## src/rtl/day10_pkg.sv

```systemverilog
// Shared types and width helpers for the Day 10 minimum-presses solver.
package day10_pkg;

   typedef enum logic [1:0] {IDLE, SEARCH, DONE} solver_state_e;

   // Bits needed to hold the values 0..n, never narrower than one bit.
   function automatic int count_width(input int n);
      return (n <= 1) ? 1 : $clog2(n + 1);
   endfunction

   // Mask with the low n bits set, limited to width bits; callers cast to their own width.
   function automatic logic [63:0] mask_from_count(input int n, input int width);
      logic [63:0] m;
      m = '0;
      for (int i = 0; i < 64; i++) begin
         if (i < n && i < width) m[i] = 1'b1;
      end
      return m;
   endfunction

endpackage

```

## src/rtl/day10_input_if.sv

```systemverilog
// One Day 10 machine description as produced by the parser/loader stage.
interface day10_input_if
   import day10_pkg::*;
#(
   parameter int MAX_NUM_LIGHTS  = 16,
   parameter int MAX_NUM_BUTTONS = 16
);
   localparam int NUM_LIGHTS_W  = count_width(MAX_NUM_LIGHTS);
   localparam int NUM_BUTTONS_W = count_width(MAX_NUM_BUTTONS);

   logic [NUM_LIGHTS_W-1:0]   num_lights;
   logic [NUM_BUTTONS_W-1:0]  num_buttons;
   logic [MAX_NUM_LIGHTS-1:0] buttons [MAX_NUM_BUTTONS];
   logic [MAX_NUM_LIGHTS-1:0] target_lights_arrangement;

   modport as_input  (input  num_lights, num_buttons, buttons, target_lights_arrangement);
   modport as_output (output num_lights, num_buttons, buttons, target_lights_arrangement);
endinterface

```

## src/rtl/day10_trailing_zeros.sv

```systemverilog
// Priority encoder: index of the lowest set bit of value (0 when value is zero).
module day10_trailing_zeros
   import day10_pkg::*;
#(
   parameter  int WIDTH   = 17,
   localparam int INDEX_W = count_width(WIDTH - 1)
)(
   input  logic [WIDTH-1:0]   value,
   output logic [INDEX_W-1:0] index
);

   // Scan downwards so the lowest set bit is the last to write index.
   always_comb begin
      index = '0;
      for (int i = WIDTH - 1; i >= 0; i--) begin
         if (value[i]) index = INDEX_W'(i);
      end
   end

endmodule

```

## src/rtl/day10_min_presses_solver.sv

```systemverilog
// Gray-code exhaustive search for the smallest button subset whose XOR hits the target.
// Optional DAY10_SOLVER_EARLY_EXIT_EN: stop early on a best of 0/1 and report cycles_used.
module day10_min_presses_solver
   import day10_pkg::*;
#(
   parameter  int MAX_NUM_LIGHTS    = 16,
   parameter  int MAX_NUM_BUTTONS   = 16,
   localparam int MAX_NUM_BUTTONS_W = count_width(MAX_NUM_BUTTONS)
)(
   input  logic                         clk,
   input  logic                         rst,
   day10_input_if.as_input              puzzle,
   input  logic                         in_valid,
   output logic                         in_ready,
   output logic                         out_valid,
   input  logic                         out_ready,
   output logic                         solvable,
   output logic [MAX_NUM_BUTTONS_W-1:0] min_presses
`ifdef DAY10_SOLVER_EARLY_EXIT_EN
   ,
   output logic [MAX_NUM_BUTTONS:0]     cycles_used
`endif
);

   localparam int IDX_W = MAX_NUM_BUTTONS + 1;
   localparam int K_W   = count_width(IDX_W - 1);
   localparam int CNT_W = MAX_NUM_BUTTONS_W;

   solver_state_e             state, state_next;
   logic [IDX_W-1:0]          idx_r, last_idx_r, idx_next, gray_r, last_idx_in;
   logic [MAX_NUM_LIGHTS-1:0] acc_r, target_r, light_mask, btn_sel;
   logic [MAX_NUM_LIGHTS-1:0] btn_r [MAX_NUM_BUTTONS];
   logic [CNT_W-1:0]          cnt_r, best_r, nb_sat;
   logic                      best_valid_r, accept, hit, at_last, gray_bit, search_done;
   logic [K_W-1:0]            k;

   assign light_mask = MAX_NUM_LIGHTS'(mask_from_count(int'(puzzle.num_lights), MAX_NUM_LIGHTS));
   assign nb_sat     = (puzzle.num_buttons > CNT_W'(MAX_NUM_BUTTONS)) ? CNT_W'(MAX_NUM_BUTTONS)
                                                                      : puzzle.num_buttons;
   assign last_idx_in = (IDX_W'(1) << nb_sat) - IDX_W'(1);

   assign idx_next = idx_r + IDX_W'(1);
   assign gray_r   = idx_r ^ (idx_r >> 1);

   day10_trailing_zeros #(.WIDTH(IDX_W)) u_tz (
      .value (idx_next),
      .index (k)
   );

   // The button to toggle and the current gray bit both come from the trailing-zero index.
   always_comb begin
      btn_sel  = '0;
      gray_bit = 1'b0;
      for (int i = 0; i < MAX_NUM_BUTTONS; i++) begin
         if (k == K_W'(i)) btn_sel = btn_r[i];
      end
      for (int i = 0; i < IDX_W; i++) begin
         if (k == K_W'(i)) gray_bit = gray_r[i];
      end
   end

   assign in_ready = (state == IDLE) && !rst;
   assign accept   = in_valid && in_ready;
   assign hit      = (acc_r == target_r) && (!best_valid_r || cnt_r < best_r);
   assign at_last  = (idx_r == last_idx_r);

`ifdef DAY10_SOLVER_EARLY_EXIT_EN
   assign search_done = at_last ||
                        (best_valid_r && (best_r == CNT_W'(0) ||
                                          (best_r == CNT_W'(1) && idx_r >= last_idx_r)));
`else
   assign search_done = at_last;
`endif

   always_ff @(posedge clk or posedge rst) begin
      if (rst) state <= IDLE;
      else     state <= state_next;
   end

   always_comb begin
      state_next = state;
      unique case (state)
         IDLE:    if (accept) state_next = SEARCH;
         SEARCH:  if (search_done) state_next = DONE;
         DONE:    if (out_ready) state_next = IDLE;
         default: state_next = IDLE;
      endcase
   end

   // Puzzle capture on accept, then one gray step and one best-so-far update per SEARCH cycle.
   always_ff @(posedge clk or posedge rst) begin
      if (rst) begin
         idx_r        <= '0;
         last_idx_r   <= '0;
         acc_r        <= '0;
         target_r     <= '0;
         cnt_r        <= '0;
         best_r       <= '0;
         best_valid_r <= 1'b0;
         for (int i = 0; i < MAX_NUM_BUTTONS; i++) btn_r[i] <= '0;
      end else if (state == IDLE) begin
         if (accept) begin
            idx_r        <= '0;
            last_idx_r   <= last_idx_in;
            acc_r        <= '0;
            target_r     <= puzzle.target_lights_arrangement & light_mask;
            cnt_r        <= '0;
            best_r       <= '0;
            best_valid_r <= 1'b0;
            for (int i = 0; i < MAX_NUM_BUTTONS; i++) btn_r[i] <= puzzle.buttons[i] & light_mask;
         end
      end else if (state == SEARCH) begin
         if (hit) begin
            best_r       <= cnt_r;
            best_valid_r <= 1'b1;
         end
         if (!at_last) begin
            idx_r <= idx_next;
            acc_r <= acc_r ^ btn_sel;
            cnt_r <= gray_bit ? cnt_r - CNT_W'(1) : cnt_r + CNT_W'(1);
         end
      end
   end

`ifdef DAY10_SOLVER_EARLY_EXIT_EN
   always_ff @(posedge clk or posedge rst) begin
      if (rst)                          cycles_used <= '0;
      else if (state == IDLE && accept) cycles_used <= '0;
      else if (state == SEARCH)         cycles_used <= cycles_used + IDX_W'(1);
   end
`endif

   assign out_valid   = (state == DONE);
   assign solvable    = out_valid && best_valid_r;
   assign min_presses = solvable ? best_r : '0;

endmodule

```

## src/flat_wrapper.sv

```systemverilog
// flat-port wrapper written by rule: the top's interface ports become plain ports
module day10_min_presses_solver_flat import day10_pkg::*;
#(
   parameter  int MAX_NUM_LIGHTS    = 16,
   parameter  int MAX_NUM_BUTTONS   = 16,
   localparam int MAX_NUM_BUTTONS_W = count_width(MAX_NUM_BUTTONS)
)
  (clk, rst, in_valid, in_ready, out_valid, out_ready, solvable, min_presses, puzzle_num_lights, puzzle_num_buttons, puzzle_buttons, puzzle_target_lights_arrangement);
  day10_input_if #(.MAX_NUM_LIGHTS(MAX_NUM_LIGHTS), .MAX_NUM_BUTTONS(MAX_NUM_BUTTONS)) puzzle_i ();
  input  logic clk;
  input  logic rst;
  input  logic in_valid;
  output logic in_ready;
  output logic out_valid;
  input  logic out_ready;
  output logic solvable;
  output logic [MAX_NUM_BUTTONS_W-1:0] min_presses;
  input wire logic [$bits(puzzle_i.num_lights)-1:0] puzzle_num_lights;
  input wire logic [$bits(puzzle_i.num_buttons)-1:0] puzzle_num_buttons;
  input wire logic [$bits(puzzle_i.buttons)-1:0] puzzle_buttons;
  input wire logic [$bits(puzzle_i.target_lights_arrangement)-1:0] puzzle_target_lights_arrangement;
  assign puzzle_i.num_lights = puzzle_num_lights;
  assign puzzle_i.num_buttons = puzzle_num_buttons;
  assign puzzle_i.buttons = {>>{puzzle_buttons}};
  assign puzzle_i.target_lights_arrangement = puzzle_target_lights_arrangement;
  day10_min_presses_solver #(.MAX_NUM_LIGHTS(MAX_NUM_LIGHTS), .MAX_NUM_BUTTONS(MAX_NUM_BUTTONS)) u_core (.clk(clk), .rst(rst), .puzzle(puzzle_i), .in_valid(in_valid), .in_ready(in_ready), .out_valid(out_valid), .out_ready(out_ready), .solvable(solvable), .min_presses(min_presses));
endmodule
```

## config.mk

```make
export PLATFORM = sky130hd
export DESIGN_NAME = day10_min_presses_solver_flat
export DESIGN_NICKNAME = d
export VERILOG_FILES = /design/src/rtl/day10_pkg.sv /design/src/rtl/day10_input_if.sv /design/src/rtl/day10_trailing_zeros.sv /design/src/rtl/day10_min_presses_solver.sv /design/src/flat_wrapper.sv
export SDC_FILE = /design/constraint.sdc
export NUM_CORES = 1
export LEC_CHECK = 0
export BUFFER_PORTS_ARGS = -buffer_cell sky130_fd_sc_hd__clkbuf_2
export CAP_MARGIN = 20
export CORE_ASPECT_RATIO = 1.4
export CORE_MARGIN = 1
export CORE_UTILIZATION = 25
export CTS_CLUSTER_SIZE = 16
export DETAILED_ROUTE_END_ITERATION = 8
export GPL_ROUTABILITY_DRIVEN = 0
export PLACE_DENSITY = 0.52
export REMOVE_ABC_BUFFERS = 1
export SLEW_MARGIN = 20
export SYNTH_ARGS = -nofsm -noshare
export SYNTH_HDL_FRONTEND = slang
export SYNTH_SLANG_ARGS = --single-unit
```

## constraint.sdc

```tcl
create_clock -name clk -period 23 [get_ports clk]
set_input_delay 1.15 -clock clk [delete_from_list [all_inputs] [get_ports clk]]
set_output_delay 1.15 -clock clk [all_outputs]
set_load 0.05 [all_outputs]
```

==> results.sh, run 1 <==
export IMPL_syn_area_um2=16700
export IMPL_cts_sinks=335
export IMPL_critPathMaxFanout=19
export IMPL_grt_overflow_total=0
export IMPL_synth_simple_gate_area_share_pct=16.5
export IMPL_worst_hold_path_type="register to register"
export IMPL_initial_utilization_pct=25.4
export IMPL_timing_max_transition_violations_final=0
export IMPL_drive_above_1_share_pct=21.6
export IMPL_edff_count_synth=0
export IMPL_cts_tree="yes"
export IMPL_detail_route_wirelength_mm=69.8
export IMPL_clock_path_buffers=3
export IMPL_setup_viol=0
export IMPL_synth_top_family_by_area="compound AO/OA/AOI/OAI gates"
export IMPL_synth_compound_gate_area_share_pct=23.7
export IMPL_rows=111
export IMPL_async_reset_ff_share_pct=100
export IMPL_maximum_number_of_pins_on_one_net_before_global_route_repair=112
export IMPL_placement_io_buffers=293
export IMPL_synth_seq_cells=335
export IMPL_coreArea_um2=65700
export IMPL_static_leakage_power_uw=0.00936
export IMPL_cts_reportedPaths_clkPinSlew_ns=0.06
export IMPL_synth_top_area_share_pct=50.3
export IMPL_number_of_antenna_violations_at_the_first_check_in_global_routing=2
export IMPL_worst_ep_required_time_ns=23.47
export IMPL_timing_fmax_mhz=149
export IMPL_mean_routed_wirelength_per_cell_um=25.0
export IMPL_synth_area_leader_cell="dfrtp_1"
export IMPL_post_synth_main_area_contributors="dfrtp_1 (50%), a22o_1 (11%), nand2_1 (5.7%), nand3_1 (3.1%), clkbuf_1 (2.3%)"
export IMPL_drt_pre_antenna_iters=8
export IMPL_status="complete, but fails checks"
export IMPL_vias_per_cell=5.41
export IMPL_drt_initial_drc_count=1273
export IMPL_worst_slew_pin_transition_ns=1.23
export IMPL_finalHoldViolations=0
export IMPL_slew_headroom_pct=18.3
export IMPL_cts_hold_fix_buffers=0
export IMPL_post_route_drc_count=22
export IMPL_setup_crit_start_kind="register"
export IMPL_ios=294
export IMPL_hpwl_mm=51.1
export IMPL_synthDistinctLibCells=84
export IMPL_timing_max_cap_violations=0
export IMPL_design_final_nets=2233
export IMPL_hold_slack_ns=0.469
export IMPL_slowest_delay_ns=0.75
export IMPL_critical_path_most_common_cell="a21o_1"
export IMPL_finClkSkew_ns=0.0125
export IMPL_die_height_um=307
export IMPL_ys_seq_area_share_pct=50.3
export IMPL_cts_resized=0
export IMPL_numCtsBuffers=36
export IMPL_ctsHtreeMaxLevel=2
export IMPL_syn_avg_cell_area_um2=9.91
export IMPL_postSynth_topFlopCell="dfrtp_1"
export IMPL_violated_checks="design-rule violations"
export IMPL_routed_via_count=15100
export IMPL_critPathSlowestCell="a21o_1"
export IMPL_time_the_final_worst_path_needs_with_i_o_delays_and_setup_ns=6.73
export IMPL_layout_worst_path_cycle_share_pct=29.2
export IMPL_timing_critical_path_cells="ha_1 -> nand4_1 -> or3_1 -> o211ai_1 -> a221o_1 -> a21o_1 -> nor3_2 -> a22o_1 -> a211oi_1 -> and2_4 -> nor2_1 -> fa_1 -> a21o_1 -> a21oi_1 -> nand2b_1 -> a2111oi_0 -> a2111oi_1 -> o221ai_1"
export IMPL_arrival_time_worst_endpoint_ns=7.19
export IMPL_timing_critical_path_to_type="register"
export IMPL_multiplexer_area_fraction_after_synthesis_pct=1.26
export IMPL_via_count_of_the_first_global_routing_pass=15200
export IMPL_synth_xor_area_share_pct=3.00
export IMPL_max_vdd_ir_drop_mv=0.0536
export IMPL_final_antenna_net_count=0
export IMPL_layout_core_utilization_pct=30.6
export IMPL_least_setup_slack_across_all_paths_after_layout_ns=16.27
export IMPL_rsz_0062_raised_after_global_routing="false"
export IMPL_dpl_worst_slack_ns=16.54
export IMPL_power_dens_cells_nw_per_um2=120
export IMPL_cts_root_buffer="clkbuf_16"
export IMPL_synth_adder_area_share_pct=1.92
export IMPL_grtUsageTotal_pct=20.6
export IMPL_syn_instance_count=1681
export IMPL_yosys_warnings=0
export IMPL_syn_to_final_growth_pct=20.7
export IMPL_number_of_setup_buffers_added_after_cts=0
export IMPL_first_pass_grt_wire_length_mm=102
export IMPL_die_boundary_width_um=220
export IMPL_worst_setup_path_type="register to register"
export IMPL_design_die_area_um2=67700
export IMPL_clock_insertion_delay_worst_skew_ns=0.55
export IMPL_final_setup_tns_ns=0
[cells in the final DEF, fill, tap and decap left out, drive strengths merged, types with 7 or more instances in the layout]
cell / instances
a22o: 210
nor4: 8
mux2: 8
buf: 31
or2: 7
a222oi: 12
o31ai: 9
dfrtp: 335
a22oi: 8
o221ai: 14
a21oi: 69
a221oi: 16
nand3: 104
a31o: 7
a211oi: 13
xnor2: 35
nor2: 100
nor3: 38
ha: 24
and3: 19
nand2b: 8
nand2: 253
clkbuf: 346
o21ai: 64
mux2i: 12
and2: 9
xor2: 22
o22ai: 11
a221o: 12
or3: 9
nand4: 19
inv: 14
a21o: 9
a31oi: 20
[sequential cells by signal, indices dropped and copies added, names as in the netlist]
signal / count
u_core.idx_r: 17
u_core.cnt_r: 5
u_core.state: 2
u_core.acc_r: 16
u_core.target_r: 16
u_core.best_r: 5
u_core.btn_r: 256
u_core.best_valid_r: 1
u_core.last_idx_r: 17
[through the flow]
step	power [µW]	cells	cell area, µm²
4_1_cts	2410	2792	20100
5_1_grt	2540	2792	20100
6_report	2420	2793	20100
2_1_floorplan	1490	1560	16200
3_5_place_dp	1830	2731	19000
3_3_place_gp	1810	2731	19000
[Yosys cell counts, types with 3 or more instances]
library cell / count
nor3b_1: 5
clkbuf_1: 100
nor2b_1: 5
or2_2: 5
a31oi_1: 20
a21oi_1: 67
buf_2: 13
a211oi_1: 13
or3_1: 9
nor4_1: 8
and2_1: 7
a222oi_1: 12
nor3_2: 6
a21boi_0: 3
a311oi_1: 5
o31ai_1: 9
nor2_1: 98
xor2_1: 22
a221o_1: 12
mux2i_1: 12
inv_1: 13
o221ai_1: 14
nand2b_1: 8
o22ai_1: 11
and3_1: 19
a22oi_1: 8
o211ai_1: 5
ha_1: 24
o21ai_1: 6
nand2_1: 253
a22o_1: 210
xnor2_1: 35
a2111oi_0: 3
dfrtp_1: 335
nand4_1: 19
buf_1: 4
nor3_1: 32
a31o_1: 5
a21o_1: 9
o21ai_0: 58
a221oi_1: 15
nand3_1: 102
o21a_1: 5
mux2_2: 8
[worst paths after layout]
kind | start | endpoint | slack (ns) | cells after the start
min reg2reg | u_core.btn_r[83] | u_core.btn_r[83] | 0.47 | 2
min in group asynchronous | rst | u_core.btn_r[36] | 0.75 | 2
max in group asynchronous | rst | u_core.btn_r[187] | 20.69 | 3
max reg2reg | u_core.idx_r[0] | u_core.cnt_r[4] | 16.27 | 18
max | u_core.idx_r[0] | u_core.cnt_r[4] | 16.27 | 18
min | u_core.btn_r[83] | u_core.btn_r[83] | 0.47 | 2
[layer usage]
metal	global-route usage (%)	share of wire [%]	vias up
li1	-	-	6733
met3	3.42	6.4	179
met4	10.7	5.7	2
met1	25.0	39	7504
met2	34.6	49	697
met5	0	0.016	-
[critical path: cells and delay by family, from the launching register on]
family	cells	cell delay (ns)
AND/OR/NAND/NOR	6	1.41
AO/OA/AOI/OAI	10	3.44
adder cells (fa/ha/maj)	2	1.09
flip-flops	1	0.68
[cells by family (layout without fill, tap and decap cells)]
group	count (synthesis)	count (layout)
adder cells (fa/ha/maj)	25	25
multiplexers	20	20
AND/OR/NAND/NOR	592	592
XOR/XNOR	57	57
AO/OA/AOI/OAI	517	517
flip-flops	335	335
other	0	1
buffers and inverters	135	399
[cell type report]
| cell class | count | area [µm²] |
|---|---|---|
| inverter | 14 | 60.1 |
| tap | 847 | 1060 |
| clock inverter | 8 | 71.3 |
| antenna | 1 | 2.50 |
| sequential | 335 | 8380 |
| clock buffer | 53 | 1050 |
| timing repair buffer | 324 | 1700 |
| fill | 6772 | 45600 |
| multi-input combinational | 1211 | 7790 |
[power by group]
part	total, µW	leakage [µW]	internal (µW)	switching, µW
registers	941	0.00427	779	162
clock network	575	0.000549	326	249
logic	903	0.00454	369	533
total	2420	0.00936	1480	944
No activity file was read; power rests on OpenSTA's default activity.
==> run 2: changes to the inputs <==
--- a/config.mk
+++ b/config.mk
@@ -5,6 +5,7 @@
 export SDC_FILE = /design/constraint.sdc
 export NUM_CORES = 1
 export LEC_CHECK = 0
+export ABC_AREA = 1
 export BUFFER_PORTS_ARGS = -buffer_cell sky130_fd_sc_hd__clkbuf_2
 export CAP_MARGIN = 20
 export CORE_ASPECT_RATIO = 1.4
@@ -13,7 +14,7 @@
 export CTS_CLUSTER_SIZE = 16
 export DETAILED_ROUTE_END_ITERATION = 8
 export GPL_ROUTABILITY_DRIVEN = 0
-export PLACE_DENSITY = 0.52
+export PLACE_DENSITY = 0.53
 export REMOVE_ABC_BUFFERS = 1
 export SLEW_MARGIN = 20
 export SYNTH_ARGS = -nofsm -noshare
==> constraint.sdc (replaced) <==
create_clock -name clk -period 5.8 [get_ports clk]
set_input_delay 0.29 -clock clk [delete_from_list [all_inputs] [get_ports clk]]
set_output_delay 0.29 -clock clk [all_outputs]
set_load 0.05 [all_outputs]
==> results.sh, run 2 <==
export IMPL_clock_insertion_delay_worst_skew_ns=0.57
export IMPL_drive_above_1_share_pct=16.5
export IMPL_critPathSlowestCell="nor2_4"
export IMPL_syn_instance_count=2215
export IMPL_static_leakage_power_uw=0.0112
export IMPL_top_registers="u_core.btn_r (256), u_core.idx_r (17), u_core.last_idx_r (17)"
export IMPL_synth_xor_area_share_pct=2.26
export IMPL_grt_overflow_total=0
export IMPL_first_pass_grt_wire_length_mm=102
export IMPL_edff_count_synth=0
export IMPL_critical_path_most_common_cell="nand2_1"
export IMPL_slew_headroom_pct=30.6
export IMPL_layout_core_utilization_pct=34.2
export IMPL_die_boundary_width_um=224
export IMPL_synth_top_area_share_pct=48.6
export IMPL_clock_path_buffers=3
export IMPL_hpwl_mm=47.9
export IMPL_placedCellCount=3364
export IMPL_power_dens_cells_nw_per_um2=420
export IMPL_reg2reg_to="u_core.cnt_r[3]"
export IMPL_synth_simple_gate_area_share_pct=24.2
export IMPL_synthTopCellsByCount="nand2_1 (625), dfrtp_1 (335), o21ai_0 (279)"
export IMPL_setup_viol=0
export IMPL_number_of_antenna_violations_at_the_first_check_in_global_routing=3
export IMPL_synth_top_family_by_area="simple AND/OR/NAND/NOR gates"
export IMPL_mean_routed_wirelength_per_cell_um=18.9
export IMPL_post_synth_main_area_contributors="dfrtp_1 (49%), nand2_1 (14%), o21ai_0 (8.1%), inv_1 (5.9%), nand3_1 (4.1%)"
export IMPL_yosys_warnings=0
export IMPL_worst_hold_path_type="primary input to register"
export IMPL_largest_register="u_core.btn_r"
export IMPL_syn_avg_cell_area_um2=7.79
export IMPL_hold_path_startpoint="puzzle_buttons[132]"
export IMPL_grtUsageTotal_pct=19.5
export IMPL_syn_area_um2=17300
export IMPL_synth_area_leader_cell="dfrtp_1"
export IMPL_layout_worst_path_cycle_share_pct=84.3
export IMPL_finClkSkew_ns=0.0223
export IMPL_multiInputGateArea_um2=7410
export IMPL_drt_pre_antenna_iters=5
export IMPL_total_power_uw=9760
export IMPL_finalHoldViolations=0
export IMPL_synthDistinctLibCells=46
export IMPL_via_count_of_the_first_global_routing_pass=16800
export IMPL_coreArea_um2=68000
export IMPL_numCtsBuffers=38
export IMPL_max_vdd_ir_drop_mv=0.204
export IMPL_cts_tree="yes"
export IMPL_fill_cells=7146
export IMPL_largest_reg_flops=256
export IMPL_ys_seq_area_share_pct=48.6
export IMPL_time_the_final_worst_path_needs_with_i_o_delays_and_setup_ns=4.89
export IMPL_reg2regPathDepth=33
export IMPL_ios=294
export IMPL_synth_most_common_cell="nand2_1"
export IMPL_critPathMaxFanout=18
export IMPL_die_height_um=313
export IMPL_rsz_0062_raised_after_global_routing="false"
export IMPL_drt_initial_drc_count=1160
export IMPL_rows=113
export IMPL_worst_ep_required_time_ns=6.26
export IMPL_post_route_drc_count=0
export IMPL_design_final_nets=3007
export IMPL_timing_reg2reg_setup_slack_ns=0.91
export IMPL_placement_io_buffers=293
export IMPL_cts_root_buffer="clkbuf_16"
export IMPL_timing_max_cap_violations=0
export IMPL_number_of_setup_buffers_added_after_cts=0
export IMPL_detail_route_wirelength_mm=68.8
export IMPL_layout_cells_most_common_list="nand2_1 (624), dfrtp_1 (335), clkbuf_2 (293)"
export IMPL_initial_utilization_pct=25.4
export IMPL_async_reset_ff_share_pct=100
export IMPL_slowest_delay_ns=0.57
export IMPL_worst_hold_path_num_cells=3
export IMPL_maximum_number_of_pins_on_one_net_before_global_route_repair=126
export IMPL_vias_per_cell=4.61
export IMPL_multiplexer_area_fraction_after_synthesis_pct=0
export IMPL_timing_max_transition_violations_final=0
export IMPL_worst_slew_pin_transition_ns=1.04
export IMPL_ctsHtreeMaxLevel=2
export IMPL_sequential_cell_area_um2=8380
export IMPL_syn_to_final_growth_pct=34.6
export IMPL_status="finished clean"
export IMPL_timing_critical_path_to_type="register"
export IMPL_design_die_area_um2=70100
export IMPL_postSynth_topFlopCell="dfrtp_1"
export IMPL_cts_sinks=335
export IMPL_most_common_cell_after_layout_fill_and_taps_aside="nand2_1"
export IMPL_routed_via_count=16800
export IMPL_finalNonFillerCells=3646
export IMPL_cts_reportedPaths_clkPinSlew_ns=0.06
export IMPL_worst_setup_path_type="register to register"
export IMPL_synth_adder_area_share_pct=1.86
export IMPL_synth_seq_cells=335
export IMPL_arrival_time_worst_endpoint_ns=5.35
export IMPL_timing_fmax_mhz=205
export IMPL_final_antenna_net_count=0
export IMPL_setup_crit_start_kind="register"
export IMPL_crit_reg2reg_launch="u_core.idx_r[2]"
export IMPL_hold_end="u_core.btn_r[132]"
export IMPL_synth_compound_gate_area_share_pct=14.5
-- run 2: cell types whose count changed in the layout (fill, tap and decap cells not counted), sizes merged, moves of 29 or more --
cell,change
a22o,-199
dlygate4sd3,+212
inv,+269
nand2,+381
nand3,+42
nand4,+29
nor3,-30
o21ai,+223
o22ai,+43
-- run 2: worst max-delay path by stage --
| stage | cells after the start | end | start | slack [ns] |
|---|---|---|---|---|
| 2_1_floorplan | 9 | u_core.cnt_r[0] | u_core.state[1] | -6.74 |
| 3_3_place_gp | 35 | u_core.cnt_r[4] | u_core.idx_r[2] | 1.02 |
| 3_5_place_dp | 33 | u_core.cnt_r[3] | u_core.idx_r[2] | 0.89 |
| 4_1_cts | 33 | u_core.cnt_r[3] | u_core.idx_r[2] | 0.87 |
| 5_1_grt | 33 | u_core.cnt_r[3] | u_core.idx_r[2] | 0.30 |
| 6_report | 33 | u_core.cnt_r[3] | u_core.idx_r[2] | 0.91 |
-- run 2: logic make-up (layout without fill, tap and decap cells) --
logic type      after synthesis  after routing
simple gates                974            974
compound gates              453            453
buf+inv                     386            896
flops                       335            335
xor+xnor                     42             42
fa+ha+maj                    25             25
other cells                   0              1
-- run 2: per-layer routing --
| layer | global-route usage [%] | wire length [µm] |
|---|---|---|
| met2 | 33.1 | 33400 |
| met5 | 0 | 28 |
| met3 | 2.56 | 3130 |
| met4 | 11.1 | 4080 |
| met1 | 23.7 | 28200 |
-- run 2: critical path, delay by kind of cell (launching register included) --
kind | cells | cell delay [ns]
simple gates | 23 | 2.52
flops | 1 | 0.45
fa+ha+maj | 2 | 0.60
xor+xnor | 2 | 0.29
compound gates | 3 | 0.62
buf+inv | 3 | 0.26
-- run 2: power breakdown --
part	switching (µW)	internal (µW)	total (µW)
clock network	1060	1510	2570
registers	538	3360	3900
logic	2100	1190	3290
-- run 2: final cells by class --
cell class	instances	share of cell area [%]
antenna	1	0.0108
clock buffer	58	5.11
clock inverter	11	0.592
inverter	287	4.69
multi-input combinational	1494	31.9
sequential	335	36.1
tap	920	4.95
timing repair buffer	540	16.7
-- run 2: repair_timing --
item	4_1_cts	5_1_grt
resized for setup	0	0
endpoints found under the hold margin	292	0
hold buffers	212	0
-- run 2: stage by stage --
step / instance area (µm²) / setup TNS [ns] / hold slack, ns / setup slack, ns
floorplan: 16800 / -2596.24 / 0.397 / -6.74
global placement: 19800 / 0 / 0.464 / 1.02
detailed placement: 19800 / 0 / 0.457 / 0.894
CTS: 23200 / 0 / 0.000439 / 0.870
global route: 23200 / 0 / 0.00733 / 0.300
finish: 23200 / 0 / 0.0184 / 0.912
==> run 3: changes to the inputs <==
==> constraint.sdc (replaced) <==
create_clock -name clk -period 4.1 [get_ports clk]
set_input_delay 0.205 -clock clk [delete_from_list [all_inputs] [get_ports clk]]
set_output_delay 0.205 -clock clk [all_outputs]
set_load 0.05 [all_outputs]
==> results.sh, run 3 (same netlist as run 2, synthesis figures left out) <==
export IMPL_cts_tree="yes"
export IMPL_p_int_uw=8920
export IMPL_placedCellCount=3467
export IMPL_p_comb_share_pct=36.9
export IMPL_placement_io_buffers=293
export IMPL_worst_setup_path_type="register to register"
export IMPL_via_count_of_the_first_global_routing_pass=18100
export IMPL_grtUsageTotal_pct=20.2
export IMPL_finalHoldViolations=0
export IMPL_vias_per_cell=4.63
export IMPL_worst_hold_path_type="primary input to register"
export IMPL_drt_initial_drc_count=1013
export IMPL_clockPowerShare_pct=24.6
export IMPL_hpwl_mm=49.6
export IMPL_design_final_nets=3182
export IMPL_rows=113
export IMPL_initial_utilization_pct=25.4
export IMPL_power_share_switching_pct=37.6
export IMPL_numCtsBuffers=38
export IMPL_largest_register="u_core.btn_r"
export IMPL_drt_pre_antenna_iters=5
export IMPL_finClkSkew_ns=0.0257
export IMPL_critPathMaxFanout=6
export IMPL_syn_to_final_growth_pct=45.0
export IMPL_worst_ep_required_time_ns=4.54
export IMPL_cts_sinks=335
export IMPL_arrival_time_worst_endpoint_ns=4.57
export IMPL_clock_path_buffers=3
export IMPL_cts_root_buffer="clkbuf_16"
export IMPL_largest_reg_flops=256
export IMPL_ios=294
export IMPL_timing_max_transition_violations_final=0
export IMPL_number_of_antenna_violations_at_the_first_check_in_global_routing=9
export IMPL_ctsHtreeMaxLevel=2
export IMPL_rsz_0062_raised_after_global_routing="true"
export IMPL_sequentialPowerShare_pct=38.6
export IMPL_power_dens_cells_nw_per_um2=571
export IMPL_critical_path_most_common_cell="nand2_1"
export IMPL_first_pass_grt_wire_length_mm=106
export IMPL_p_sw_uw=5370
export IMPL_die_height_um=313
export IMPL_finalNonFillerCells=3823
export IMPL_timing_max_cap_violations=0
export IMPL_time_the_final_worst_path_needs_with_i_o_delays_and_setup_ns=4.13
export IMPL_mean_routed_wirelength_per_cell_um=18.7
export IMPL_detail_route_wirelength_mm=71.3
export IMPL_coreArea_um2=68000
export IMPL_slowest_delay_ns=0.39
export IMPL_design_die_area_um2=70100
export IMPL_most_common_cell_after_layout_fill_and_taps_aside="nand2_1"
export IMPL_cts_reportedPaths_clkPinSlew_ns=0.06
export IMPL_top_registers="u_core.btn_r (256), u_core.idx_r (17), u_core.last_idx_r (17)"
export IMPL_worst_slew_pin_transition_ns=1.04
export IMPL_status="complete, but fails checks"
export IMPL_layout_cells_most_common_list="nand2_1 (598), dfrtp_1 (334), clkbuf_2 (293)"
export IMPL_max_vdd_ir_drop_mv=0.341
export IMPL_routed_via_count=17700
export IMPL_die_boundary_width_um=224
export IMPL_setup_crit_start_kind="register"
export IMPL_post_route_drc_count=0
export IMPL_maximum_number_of_pins_on_one_net_before_global_route_repair=132
export IMPL_grt_overflow_total=0
export IMPL_drive_above_1_share_pct=21.5
export IMPL_critPathSlowestCell="fa_2"
export IMPL_setup_viol=3
export IMPL_layout_worst_path_cycle_share_pct=101
export IMPL_layout_core_utilization_pct=36.8
export IMPL_clock_insertion_delay_worst_skew_ns=0.57
export IMPL_slew_headroom_pct=30.9
export IMPL_final_antenna_net_count=0
export IMPL_violated_checks="negative setup slack"
export IMPL_timing_fmax_mhz=242
export IMPL_least_setup_slack_across_all_paths_after_layout_ns=-0.0257
export IMPL_final_setup_tns_ns=-0.0518
export IMPL_static_leakage_power_uw=0.0121
export IMPL_timing_critical_path_to_type="register"
-- run 3: final cells by class --
cell class / count / area (µm²)
sequential: 335 / 8380
fill: 7111 / 43000
timing repair buffer: 715 / 5450
antenna: 6 / 15.0
inverter: 287 / 1090
tap: 920 / 1150
multi-input combinational: 1494 / 7700
clock inverter: 16 / 205
clock buffer: 50 / 1040
-- run 3: layer usage --
metal / routed length [µm] / share of wire (%) / track usage, %
met1: 29200 / 41 / 24.3
met2: 34500 / 48 / 34.3
met3: 2850 / 4.0 / 2.71
met4: 4680 / 6.6 / 12.6
met5: 26 / 0.036 / 0
-- run 3: repair_timing --
| item | in CTS | in global routing |
|---|---|---|
| setup buffers | 3 | 9 |
| setup endpoints to repair | 3 | 18 |
| pin swaps | 2 | 68 |
| hold buffers | 272 | 0 |
| endpoints found under the hold margin | 384 | 0 |
| resized for setup | 11 | 72 |
-- run 3: worst paths after layout --
check	start	cells past startpoint	slack, ns	endpoint
setup reg to reg	u_core.idx_r[1]	41	-0.03	u_core.cnt_r[4]
min in group asynchronous	rst	3	0.42	u_core.btn_r[14]
hold / removal	puzzle_num_buttons[2]	3	0.04	u_core.last_idx_r[3]
setup / recovery	u_core.idx_r[1]	41	-0.03	u_core.cnt_r[4]
max in group asynchronous	rst	4	2.65	u_core.btn_r[200]
hold reg to reg	u_core.btn_r[104]	2	0.48	u_core.btn_r[104]
-- run 3: power groups by stage --
stage,Clock [µW],Combinational (µW),Sequential [µW]
finish,3510,5270,5520
detailed placement,0,4790,5540
floorplan,0,3110,5360
global placement,0,4730,5520
global route,3720,5950,5680
CTS,3600,5040,5500
-- run 3: stage by stage --
step           setup WS (ns)  area (µm²)  power (µW)  hold WS [ns]
6_report             -0.0257       25000       14300        0.0363
5_1_grt               -0.431       25000       15300        0.0631
4_1_cts              0.00265       24700       14100       0.00492
3_5_place_dp          -0.179       20600       10300         0.428
3_3_place_gp          -0.192       20600       10200         0.426
2_1_floorplan          -8.44       16800        8470         0.312
-- run 3: worst max-delay path: cells and delay by family (launching register included) --
family	cells	cell delay (ns)
buf+inv	2	0.18
compound gates	1	0.08
simple gates	35	2.62
fa+ha+maj	2	0.61
xor+xnor	1	0.15
flops	1	0.38
